[config.mk]
export PLATFORM = sky130hd
export DESIGN_NAME = snake_body_engine
export DESIGN_NICKNAME = d
export VERILOG_FILES = /design/src/rtl/snake_pkg.sv /design/src/rtl/snake_cell_scanner.sv /design/src/rtl/snake_body_engine.sv
export SDC_FILE = /design/constraint.sdc
export NUM_CORES = 1
export LEC_CHECK = 0
export BUFFER_PORTS_ARGS = -buffer_cell sky130_fd_sc_hd__buf_2
export CORE_ASPECT_RATIO = 0.7
export CORE_MARGIN = 2
export CORE_UTILIZATION = 66
export DETAILED_ROUTE_END_ITERATION = 10
export MAX_ROUTING_LAYER = met4
export PLACE_DENSITY_LB_ADDON = 0.05
export SLEW_MARGIN = 30
export SYNTH_ARGS = -nofsm -noshare
export SYNTH_HDL_FRONTEND = slang
export SYNTH_SLANG_ARGS = --single-unit
[constraint.sdc]
create_clock -name draw_clk -period 40.5 [get_ports draw_clk]
set_clock_uncertainty 0.15 [all_clocks]
set_input_delay 10.125 -clock draw_clk [delete_from_list [all_inputs] [get_ports draw_clk]]
set_output_delay 10.125 -clock draw_clk [all_outputs]
set_load 0.005 [all_outputs]
[src/rtl/snake_pkg.sv]
// snake_pkg
//   Shared types and constants for the snake body engine.
//   - dir_t    : heading encoding (00 up, 01 right, 10 down, 11 left)
//   - state_t  : engine control states
//   - opposite : heading pointing the other way along the same axis
//   - XW/YW/LW : widths of pixel x, pixel y and segment count
package snake_pkg;

    typedef enum logic [1:0] {
        UP    = 2'b00,
        RIGHT = 2'b01,
        DOWN  = 2'b10,
        LEFT  = 2'b11
    } dir_t;

    typedef enum logic [1:0] {
        IDLE  = 2'b00,
        MOVE  = 2'b01,
        CHECK = 2'b10,
        DRAW  = 2'b11
    } state_t;

    localparam int SCREEN_W = 640;
    localparam int SCREEN_H = 480;

    localparam int XW = 10;
    localparam int YW = 9;
    localparam int LW = 7;

    // Flipping the upper bit swaps up<->down and right<->left.
    function automatic dir_t opposite(input dir_t d);
        return dir_t'(d ^ 2'b10);
    endfunction

endpackage

[src/rtl/snake_cell_scanner.sv]
// snake_cell_scanner
//   Walks one CELL x CELL square row-major (px fastest) and presents each
//   pixel on a registered valid/ready output. A start pulse loads a new
//   cell origin and presents its first pixel on the following cycle.
//   Ports:
//     draw_clk, reset      clock, asynchronous active-high reset
//     start                load org_x/org_y/last_cell and begin a cell
//     org_x, org_y         pixel origin of the cell
//     last_cell            this cell is the final one of the stream
//     px_ready             downstream accepts the current pixel
//     px_valid, rx, ry     registered pixel output
//     px_last              final pixel of the final cell
//     cell_done            final pixel of this cell accepted this cycle
module snake_cell_scanner
    import snake_pkg::*;
#(
    parameter int CELL = 10
) (
    input  logic          draw_clk,
    input  logic          reset,
    input  logic          start,
    input  logic [XW-1:0] org_x,
    input  logic [YW-1:0] org_y,
    input  logic          last_cell,
    input  logic          px_ready,
    output logic          px_valid,
    output logic [XW-1:0] rx,
    output logic [YW-1:0] ry,
    output logic          px_last,
    output logic          cell_done
);

    localparam logic [3:0] CMAX = 4'(CELL - 1);

    logic [XW-1:0] ox;
    logic [YW-1:0] oy;
    logic [3:0]    px;
    logic [3:0]    py;
    logic [3:0]    nx;
    logic [3:0]    ny;
    logic          is_last;
    logic          accept;

    assign accept    = px_valid && px_ready;
    assign cell_done = accept && (px == CMAX) && (py == CMAX);

    always_comb begin
        nx = px + 4'd1;
        ny = py;
        if (px == CMAX) begin
            nx = 4'd0;
            ny = py + 4'd1;
        end
    end

    always_ff @(posedge draw_clk or posedge reset) begin
        if (reset) begin
            ox       <= '0;
            oy       <= '0;
            px       <= '0;
            py       <= '0;
            is_last  <= 1'b0;
            px_valid <= 1'b0;
            rx       <= '0;
            ry       <= '0;
            px_last  <= 1'b0;
        end else if (start) begin
            ox       <= org_x;
            oy       <= org_y;
            px       <= '0;
            py       <= '0;
            is_last  <= last_cell;
            px_valid <= 1'b1;
            rx       <= org_x;
            ry       <= org_y;
            px_last  <= last_cell && (CMAX == 4'd0);
        end else if (accept) begin
            if (cell_done) begin
                px_valid <= 1'b0;
                px_last  <= 1'b0;
            end else begin
                px      <= nx;
                py      <= ny;
                rx      <= ox + XW'(nx);
                ry      <= oy + YW'(ny);
                px_last <= is_last && (nx == CMAX) && (ny == CMAX);
            end
        end
    end

endmodule

[src/rtl/snake_body_engine.sv]
// snake_body_engine
//   Holds up to MAX_LEN snake segments as grid cells, advances the body one
//   cell per step (with optional growth, reversal rejection and wrap or wall
//   kill), scans the new head against the body one segment per cycle, and
//   streams every body pixel over a valid/ready port.
//   Ports:
//     draw_clk, reset        clock, asynchronous active-high reset
//     step, grow, dir        advance request, keep-tail flag, heading
//     draw_start             request a full body pixel stream
//     px_ready               downstream accepts the pixel
//     px_valid, rx, ry       pixel output
//     px_last                final pixel of the stream
//     busy                   engine not in IDLE
//     len                    current segment count
//     collide                sticky collision flag
module snake_body_engine
    import snake_pkg::*;
#(
    parameter int MAX_LEN   = 16,
    parameter int START_LEN = 3,
    parameter int CELL      = 10,
    parameter int GRID_W    = 64,
    parameter int GRID_H    = 48,
    parameter int START_X   = 8,
    parameter int START_Y   = 24,
    parameter int WRAP      = 1
) (
    input  logic          draw_clk,
    input  logic          reset,
    input  logic          step,
    input  logic          grow,
    input  logic [1:0]    dir,
    input  logic          draw_start,
    input  logic          px_ready,
    output logic          px_valid,
    output logic [XW-1:0] rx,
    output logic [YW-1:0] ry,
    output logic          px_last,
    output logic          busy,
    output logic [LW-1:0] len,
    output logic          collide
);

    localparam int            IW      = $clog2(MAX_LEN);
    localparam logic [XW-1:0] XMAX    = XW'(GRID_W - 1);
    localparam logic [YW-1:0] YMAX    = YW'(GRID_H - 1);
    localparam logic [LW-1:0] LEN_MAX = LW'(MAX_LEN);
    localparam logic [LW-1:0] LEN_RST = LW'(START_LEN);

    state_t        state;
    dir_t          heading;
    dir_t          dir_req;
    dir_t          hd_n;
    logic          grow_q;
    logic          grow_ok;
    logic          step_go;
    logic [XW-1:0] seg_x [MAX_LEN];
    logic [YW-1:0] seg_y [MAX_LEN];
    logic [IW-1:0] chk_idx;
    logic [IW-1:0] draw_idx;
    logic [XW-1:0] nhx;
    logic [YW-1:0] nhy;
    logic          off_grid;

    logic          scan_start;
    logic [IW-1:0] scan_idx;
    logic [XW-1:0] scan_org_x;
    logic [YW-1:0] scan_org_y;
    logic          scan_last;
    logic          cell_done;

    function automatic logic [LW-1:0] ext(input logic [IW-1:0] i);
        return LW'(i);
    endfunction

    function automatic logic [XW-1:0] cell_to_px_x(input logic [XW-1:0] c);
        logic [31:0] p;
        p = 32'(c) * 32'(CELL);
        return p[XW-1:0];
    endfunction

    function automatic logic [YW-1:0] cell_to_px_y(input logic [YW-1:0] c);
        logic [31:0] p;
        p = 32'(c) * 32'(CELL);
        return p[YW-1:0];
    endfunction

    assign busy    = (state != IDLE);
    assign dir_req = dir_t'(dir);
    assign step_go = step && !collide;
    assign grow_ok = grow_q && (len < LEN_MAX);

    // Next heading and next head cell. off_grid flags a head that left the
    // grid; with WRAP=1 the wrapped coordinate is used instead.
    always_comb begin
        hd_n     = (dir_req == opposite(heading) && len > 7'd1) ? heading : dir_req;
        nhx      = seg_x[0];
        nhy      = seg_y[0];
        off_grid = 1'b0;
        case (hd_n)
            UP: begin
                if (seg_y[0] == '0) begin
                    nhy      = YMAX;
                    off_grid = 1'b1;
                end else begin
                    nhy = seg_y[0] - YW'(1);
                end
            end
            DOWN: begin
                if (seg_y[0] == YMAX) begin
                    nhy      = '0;
                    off_grid = 1'b1;
                end else begin
                    nhy = seg_y[0] + YW'(1);
                end
            end
            LEFT: begin
                if (seg_x[0] == '0) begin
                    nhx      = XMAX;
                    off_grid = 1'b1;
                end else begin
                    nhx = seg_x[0] - XW'(1);
                end
            end
            RIGHT: begin
                if (seg_x[0] == XMAX) begin
                    nhx      = '0;
                    off_grid = 1'b1;
                end else begin
                    nhx = seg_x[0] + XW'(1);
                end
            end
            default: ;
        endcase
    end

    // The scanner is kicked from IDLE for segment 0 and again at each
    // cell_done for the following segment, so cells stream back to back.
    always_comb begin
        scan_start = 1'b0;
        scan_idx   = '0;
        if (state == IDLE && !step_go && draw_start) begin
            scan_start = 1'b1;
        end else if (state == DRAW && cell_done && ext(draw_idx) != len - 7'd1) begin
            scan_start = 1'b1;
            scan_idx   = draw_idx + IW'(1);
        end
    end

    assign scan_org_x = cell_to_px_x(seg_x[scan_idx]);
    assign scan_org_y = cell_to_px_y(seg_y[scan_idx]);
    assign scan_last  = (ext(scan_idx) == len - 7'd1);

    snake_cell_scanner #(
        .CELL(CELL)
    ) u_scan (
        .draw_clk  (draw_clk),
        .reset     (reset),
        .start     (scan_start),
        .org_x     (scan_org_x),
        .org_y     (scan_org_y),
        .last_cell (scan_last),
        .px_ready  (px_ready),
        .px_valid  (px_valid),
        .rx        (rx),
        .ry        (ry),
        .px_last   (px_last),
        .cell_done (cell_done)
    );

    always_ff @(posedge draw_clk or posedge reset) begin
        if (reset) begin
            state    <= IDLE;
            heading  <= RIGHT;
            grow_q   <= 1'b0;
            len      <= LEN_RST;
            collide  <= 1'b0;
            chk_idx  <= '0;
            draw_idx <= '0;
            for (int i = 0; i < MAX_LEN; i++) begin
                seg_x[i] <= (i < START_LEN) ? XW'(START_X - i) : '0;
                seg_y[i] <= (i < START_LEN) ? YW'(START_Y) : '0;
            end
        end else begin
            case (state)
                IDLE: begin
                    if (step_go) begin
                        grow_q <= grow;
                        state  <= MOVE;
                    end else if (draw_start) begin
                        draw_idx <= '0;
                        state    <= DRAW;
                    end
                end
                MOVE: begin
                    heading <= hd_n;
                    if (off_grid && WRAP == 0) begin
                        collide <= 1'b1;
                        state   <= IDLE;
                    end else begin
                        // Extending the shift to index len keeps the old tail.
                        for (int i = 1; i < MAX_LEN; i++) begin
                            if (LW'(i) < len || (grow_ok && LW'(i) == len)) begin
                                seg_x[i] <= seg_x[i-1];
                                seg_y[i] <= seg_y[i-1];
                            end
                        end
                        seg_x[0] <= nhx;
                        seg_y[0] <= nhy;
                        if (grow_ok) begin
                            len <= len + 7'd1;
                        end
                        chk_idx <= IW'(1);
                        state   <= CHECK;
                    end
                end
                CHECK: begin
                    // Scan always runs to the tail so step latency depends on len only.
                    if (len > 7'd1 && seg_x[0] == seg_x[chk_idx] && seg_y[0] == seg_y[chk_idx]) begin
                        collide <= 1'b1;
                    end
                    if (ext(chk_idx) >= len - 7'd1) begin
                        state <= IDLE;
                    end else begin
                        chk_idx <= chk_idx + IW'(1);
                    end
                end
                DRAW: begin
                    if (cell_done) begin
                        if (ext(draw_idx) == len - 7'd1) begin
                            state <= IDLE;
                        end else begin
                            draw_idx <= draw_idx + IW'(1);
                        end
                    end
                end
                default: state <= IDLE;
            endcase
        end
    end

endmodule

== After elaboration in Yosys (flattened, before gate mapping) ==
Index checks and enable logic that the tools add are counted.

* Bits in registers: 372
* Output and inout bits: 30

* Add/subtract/negate cells: 12
* Reductions and logical operators: 82
* Multiply operators: 2
* Equal/unequal tests: 42
* Muxes and demuxes: 56
* Bitwise gates (word level): 3
* $lt $le $gt $ge: 20

{| class="wikitable"
|+ Operator list
! cell !! count
|-
| $mux W10 || 9
|-
| $mux W9 || 9
|-
| $bmux W10 S4 || 2
|-
| $bmux W9 S4 || 2
|-
| $mux W4 || 15
|-
| $eq A4 B7 Y1 const A || 8
|-
| $lt A4 B7 Y1 const A || 8
|-
| $reduce_and A2 Y1 || 23
|-
| $logic_and A1 B1 Y1 || 29
|-
| $eq A3 B7 Y1 const A || 4
|-
| $lt A3 B7 Y1 const A || 4
|-
| $pmux W10 S2 || 1
|-
| $pmux W9 S2 || 1
|-
| $add A4 B1 Y4 const B || 4
|-
| $eq A4 B4 Y1 const B || 4
|-
| $pmux W4 S2 || 2
|-
| $logic_or A1 B1 Y1 || 15
|-
| $eq A2 B7 Y1 const A || 2
|-
| $eq A4 B7 Y1 || 2
|-
| $lt A2 B7 Y1 const A || 2
|-
| $ne A2 B2 Y1 const B || 7
|-
| $reduce_bool A2 Y1 || 7
|-
| $mux W2 || 6
|-
| $add A10 B1 Y10 const B || 1
|-
| 35 further kinds || 50
|}

== Logic depth before layout (Yosys ltp) ==
* Word-level depth: 13
* Gate-level depth with buffers: 26

== By module ==
Synthesis repeated with hierarchy kept, for this count alone.

* Cells, all modules: 1842
* Area total of the unflattened synthesis: 21735.8 µm²

{| class="wikitable"
|+ Modules (own cells, without submodules)
! module !! area an instance (µm²) !! sequential area each (µm²) !! times used !! cells each
|-
| snake_body_engine || 19083.3 || 8151.6 || 1 || 1564
|-
| snake_cell_scanner || 2652.5 || 1226.2 || 1 || 278
|}

== Worst setup path before layout ==
OpenSTA, ideal clock, no wires.

* Kind: input -> register
* Start point: input port px_ready
* End point: register u_scan.oy[8]
* Stages on the path: 23
* Setup time: 0.135 ns
* Setup slack: 26.089 ns
* Data arrival time: 14.126 ns
* Cell sequence: and3_1 buf_2 and3_1 buf_4 nand2_1 a21oi_4 buf_4 buf_4 buf_2 nand2_1 nand3_1 nand3_1 a31oi_1 ha_1 ha_1 fa_1 a21o_1 a21oi_1 xnor2_1 or2_2 nor3_1 a2111oi_2 nand2_1

* Cells in the longest elaborated chain, start to end: 12

{| class="wikitable"
|+ Ends and longest elaborated chain
! element !! line !! RTL
|-
| start: declaration || snake_body_engine.sv:34 || <nowiki>input logic px_ready,</nowiki>
|-
| $logic_and A1 B1 Y1 * || snake_cell_scanner.sv:44 || <nowiki>assign accept = px_valid && px_ready;</nowiki>
|-
| $logic_and A1 B1 Y1 * (2 in series) || snake_cell_scanner.sv:45 || <nowiki>assign cell_done = accept && (px == CMAX) && (py == CMAX);</nowiki>
|-
| $logic_and A1 B1 Y1 * (2 in series) || snake_body_engine.sv:144 || <nowiki>end else if (state == DRAW && cell_done && ext(draw_idx) != len - 7'd1) begin</nowiki>
|-
| $mux W4 || snake_body_engine.sv:144 ||
|-
| $mux W4 || snake_body_engine.sv:142 || <nowiki>if (state == IDLE && !step_go && draw_start) begin</nowiki>
|-
| $not A4 Y5 (not written as such) || snake_body_engine.sv:151 || <nowiki>assign scan_org_y = cell_to_px_y(seg_y[scan_idx]);</nowiki>
|-
| $bmux W9 S4 || snake_body_engine.sv:151 ||
|-
| $mux W9 (not written as such) (2 in series) || snake_body_engine.sv:151 ||
|-
| $mul A9 B3 Y8 || snake_body_engine.sv:84 || <nowiki>p = 32'(c) * 32'(CELL);</nowiki>
|-
| end signal: assignment || snake_cell_scanner.sv:69 || <nowiki>oy <= org_y;</nowiki>
|-
| end: declaration || snake_cell_scanner.sv:36 || <nowiki>logic [YW-1:0] oy;</nowiki>
|}

Mark *: on every way between the ends. The rest lies on a longest branch, timed or not. The select of a mux whose other input is x is not followed.
A chain may end at the register's enable or synchronous reset.

== Worst setup path in the final report ==
* Start point: input port px_ready
* End point: register u_scan.ox[9]

* Cells in the longest elaborated chain, start to end: 12

{| class="wikitable"
|+ Ends and longest elaborated chain
! element !! line !! RTL
|-
| $logic_and A1 B1 Y1 * || snake_cell_scanner.sv:44 ||
|-
| $logic_and A1 B1 Y1 * (2 in series) || snake_cell_scanner.sv:45 ||
|-
| $logic_and A1 B1 Y1 * (2 in series) || snake_body_engine.sv:144 ||
|-
| $mux W4 || snake_body_engine.sv:144 ||
|-
| $mux W4 || snake_body_engine.sv:142 ||
|-
| $not A4 Y5 (not written as such) || snake_body_engine.sv:150 || <nowiki>assign scan_org_x = cell_to_px_x(seg_x[scan_idx]);</nowiki>
|-
| $bmux W10 S4 || snake_body_engine.sv:150 ||
|-
| $mux W10 (not written as such) (2 in series) || snake_body_engine.sv:150 ||
|-
| $mul A10 B3 Y9 || snake_body_engine.sv:78 || <nowiki>p = 32'(c) * 32'(CELL);</nowiki>
|-
| end signal: assignment || snake_cell_scanner.sv:68 || <nowiki>ox <= org_x;</nowiki>
|-
| end: declaration || snake_cell_scanner.sv:35 || <nowiki>logic [XW-1:0] ox;</nowiki>
|}

Marked as above.

==> results.sh <==
export IMPL_grt_overflow_total=0
export IMPL_finalWorstSetupSlack_ns=24.95
export IMPL_max_clock_path_buffers=3
export IMPL_portBuffers=37
export IMPL_setup_viol=0
export IMPL_wl_met2_um=26800
export IMPL_grt_pass1_wl_um=98200
export IMPL_synth_top_cell_by_area="dfrtp_1"
export IMPL_tns_ns=0
export IMPL_grt_pass1_vias=16200
export IMPL_yosys_register_bits=370
export IMPL_status="completed"
export IMPL_route_met3_wl_um=6280
export IMPL_cts_sinks=370
export IMPL_ys_flop_type="dfrtp_1"
export IMPL_clk_pin_slew_ns=0.06
export IMPL_synth_cells=1985
export IMPL_wl_per_cell_um=26.0
export IMPL_synth_top_area_share_pct=40.4
export IMPL_worstPathArrival_ns=15.88
export IMPL_vias=17000
export IMPL_cts_tree="yes"
export IMPL_power_leakage_nw=10.9
export IMPL_fmax_mhz=64.3
export IMPL_die_x_um=222
export IMPL_via_per_inst=7.04
export IMPL_finalMaxSlewViolations=0
export IMPL_area_delta_synth_final_pct=8.57
export IMPL_synthesis_nets=2041
export IMPL_rows=55
export IMPL_initialDrtViolationCount=2365
export IMPL_regArea_sq_mm=0.00929
export IMPL_hold_path_class="reg -> reg"
export IMPL_fillCellCount=2246
export IMPL_topRoutingLayerUsed="met4"
export IMPL_postCtsSetupBuffers=0
export IMPL_gp_congestion=0.942
export IMPL_final_area_sq_mm=0.0239
export IMPL_synth_most_common_cell="dfrtp_1"
export IMPL_drive_gt1_share_pct=29.5
export IMPL_grt_max_degree=103
export IMPL_core_area_sq_mm=0.0326
export IMPL_path_max_fanout=52
export IMPL_syn_avg_cell_area_sq_um=11.1
export IMPL_nets=2012
export IMPL_place_inst=2341
export IMPL_critPathLaunchType="primary input"
export IMPL_place_area_sq_mm=0.0225
export IMPL_clk_latency_ns=0.54
export IMPL_grt_antenna_before_repair=1
export IMPL_async_flop_share_pct=100
export IMPL_cts_hold_buf=0
export IMPL_peakVddDrop_uv=42.2
export IMPL_finalWirelength_um=62800
export IMPL_synth_edf_count=0
export IMPL_m1WireLength_um=27600
export IMPL_critPathKind="in -> reg"
export IMPL_netlist_top_cells_count="dfrtp_1 (355), mux2_2 (286), nand2_1 (246)"
export IMPL_cts_resized=0
export IMPL_ys_warn_count=0
export IMPL_power_density_mw_per_mm2=57.4
export IMPL_required_ns=40.83
export IMPL_min_delay_start="heading[1]"
export IMPL_crit_path_end_kind="flop"
export IMPL_multiInputGateArea_sq_mm=0.0121
export IMPL_yosysSeqAreaShare_pct=42.2
export IMPL_fin_crit_sh_pct=38.4
export IMPL_place_ws_ns=24.63
export IMPL_startpoint="px_ready"
export IMPL_tightest_slew_ns=1.02
export IMPL_die_h_um=157
export IMPL_ys_types=89
export IMPL_instances_no_fill=2412
export IMPL_r2r_start="len[0]"
export IMPL_yosys_top_cells_area="dfrtp_1 (40%), mux2_2 (15%), mux4_2 (9.7%)"
export IMPL_netlist_area_sq_mm=0.0220
export IMPL_root_buffer="clkbuf_16"
export IMPL_die_area_sq_mm=0.0348
export IMPL_hold_viol_final=0
export IMPL_cts_made_buffers=39
export IMPL_htree_levels=2
export IMPL_start_util_pct=67.5
export IMPL_drtAntennaViolNets=0
export IMPL_timing_hold_ws_ns=0.342
export IMPL_rsz0062_at_grt="no"
export IMPL_drt_pass1_iterations=6
export IMPL_grt_usage_pct=38.2
export IMPL_cap_violations=0
export IMPL_finalCriticalPeriod_ns=15.55
export IMPL_maxSlewHeadroom_pct=31.8
export IMPL_io_pin_count=38
export IMPL_drc_errors=0
export IMPL_dp_hpwl_um=39600
[critical path: stages]
cell and delay (ns):
buf_2 0.10, and3_1 0.26, and3_1 0.47, nand2_1 0.35, a21oi_4 0.31, buf_4 0.46
buf_4 0.61, nor2_1 0.08, o21ai_0 0.15, and3_1 0.18, a311oi_1 0.05, a31oi_1 0.41
ha_1 0.34, ha_1 0.24, a21o_1 0.18, a21oi_1 0.24, o21bai_1 0.09, a21oi_1 0.17
xor2_1 0.22, a21oi_1 0.09, or4_4 0.57, nand3_1 0.10
[placed cells by master, fill, tap and decap left out, types with 8 or more instances in the layout]
cell / count
dfrtp_1: 352
mux2_2: 286
nand2_1: 241
nand3_1: 99
mux4_2: 95
nor2_1: 87
o21ai_0: 74
a21oi_1: 63
mux2i_1: 56
ha_1: 44
clkbuf_16: 39
buf_2: 37
buf_4: 35
a211oi_1: 34
xor2_1: 33
xnor2_1: 32
and3_1: 30
inv_1: 28
nor3_1: 23
a31oi_1: 19
dfstp_2: 15
o211ai_1: 11
a21o_1: 11
clkbuf_8: 9
and2_1: 8
or3_1: 8
[cells by family after synthesis]
logic type      Yosys count  share of synthesized area [%]
mux                     438                           27.0
simple gates            568                           12.0
xor+xnor                 66                           2.69
flops                   370                           42.2
compound gates          318                           9.72
fa+ha+maj                48                           2.87
buf+inv                 177                           3.52
[sequential cells by signal, indices dropped and copies added (netlist names), 7 cells and up]
name and flops:
seg_x 160, u_scan.ry 8, u_scan.ox 9, u_scan.rx 9, u_scan.oy 8, len 7
seg_y 144
[metrics by stage]
step	total power, mW	util [%]
final	1.37	73.3
after global routing	1.43	73.3
after CTS	1.36	73.2
after detailed placement	0.994	69.2
after global placement	0.974	68.9
after floorplan	0.840	-
[per-layer routing]
| layer | vias to the layer above | global-route usage [%] |
|---|---|---|
| li1 | 7253 | - |
| met1 | 8662 | 56.3 |
| met2 | 904 | 53.1 |
| met3 | 166 | 8.04 |
| met4 | 0 | 12.1 |
| met5 | - | - |
[power by group]
| part | switching [mW] | internal [mW] | total (mW) |
|---|---|---|---|
| Clock | 0.153 | 0.213 | 0.366 |
| Sequential | 0.0884 | 0.422 | 0.510 |
| Combinational | 0.284 | 0.210 | 0.493 |
[layout make-up]
type / count / share of cell area (%)
clock buffer: 55 / 4.72
multi-input combinational: 1438 / 50.6
clock inverter: 13 / 0.666
inverter: 29 / 0.488
antenna: 2 / 0.0210
timing repair buffer: 78 / 2.40
tap: 427 / 2.24
sequential: 370 / 38.9
[worst paths after layout]
path | slack [ns] | depth (start not counted) | end
min in group asynchronous | 9.57 | 2 | seg_x[44]
max in group asynchronous | 28.64 | 4 | len[6]
min | 0.34 | 2 | heading[1]
max | 24.95 | 22 | u_scan.ox[9]
min reg2reg | 0.34 | 2 | heading[1]
max reg2reg | 33.31 | 22 | u_scan.ry[8]
(Power assumes the default switching activity.)
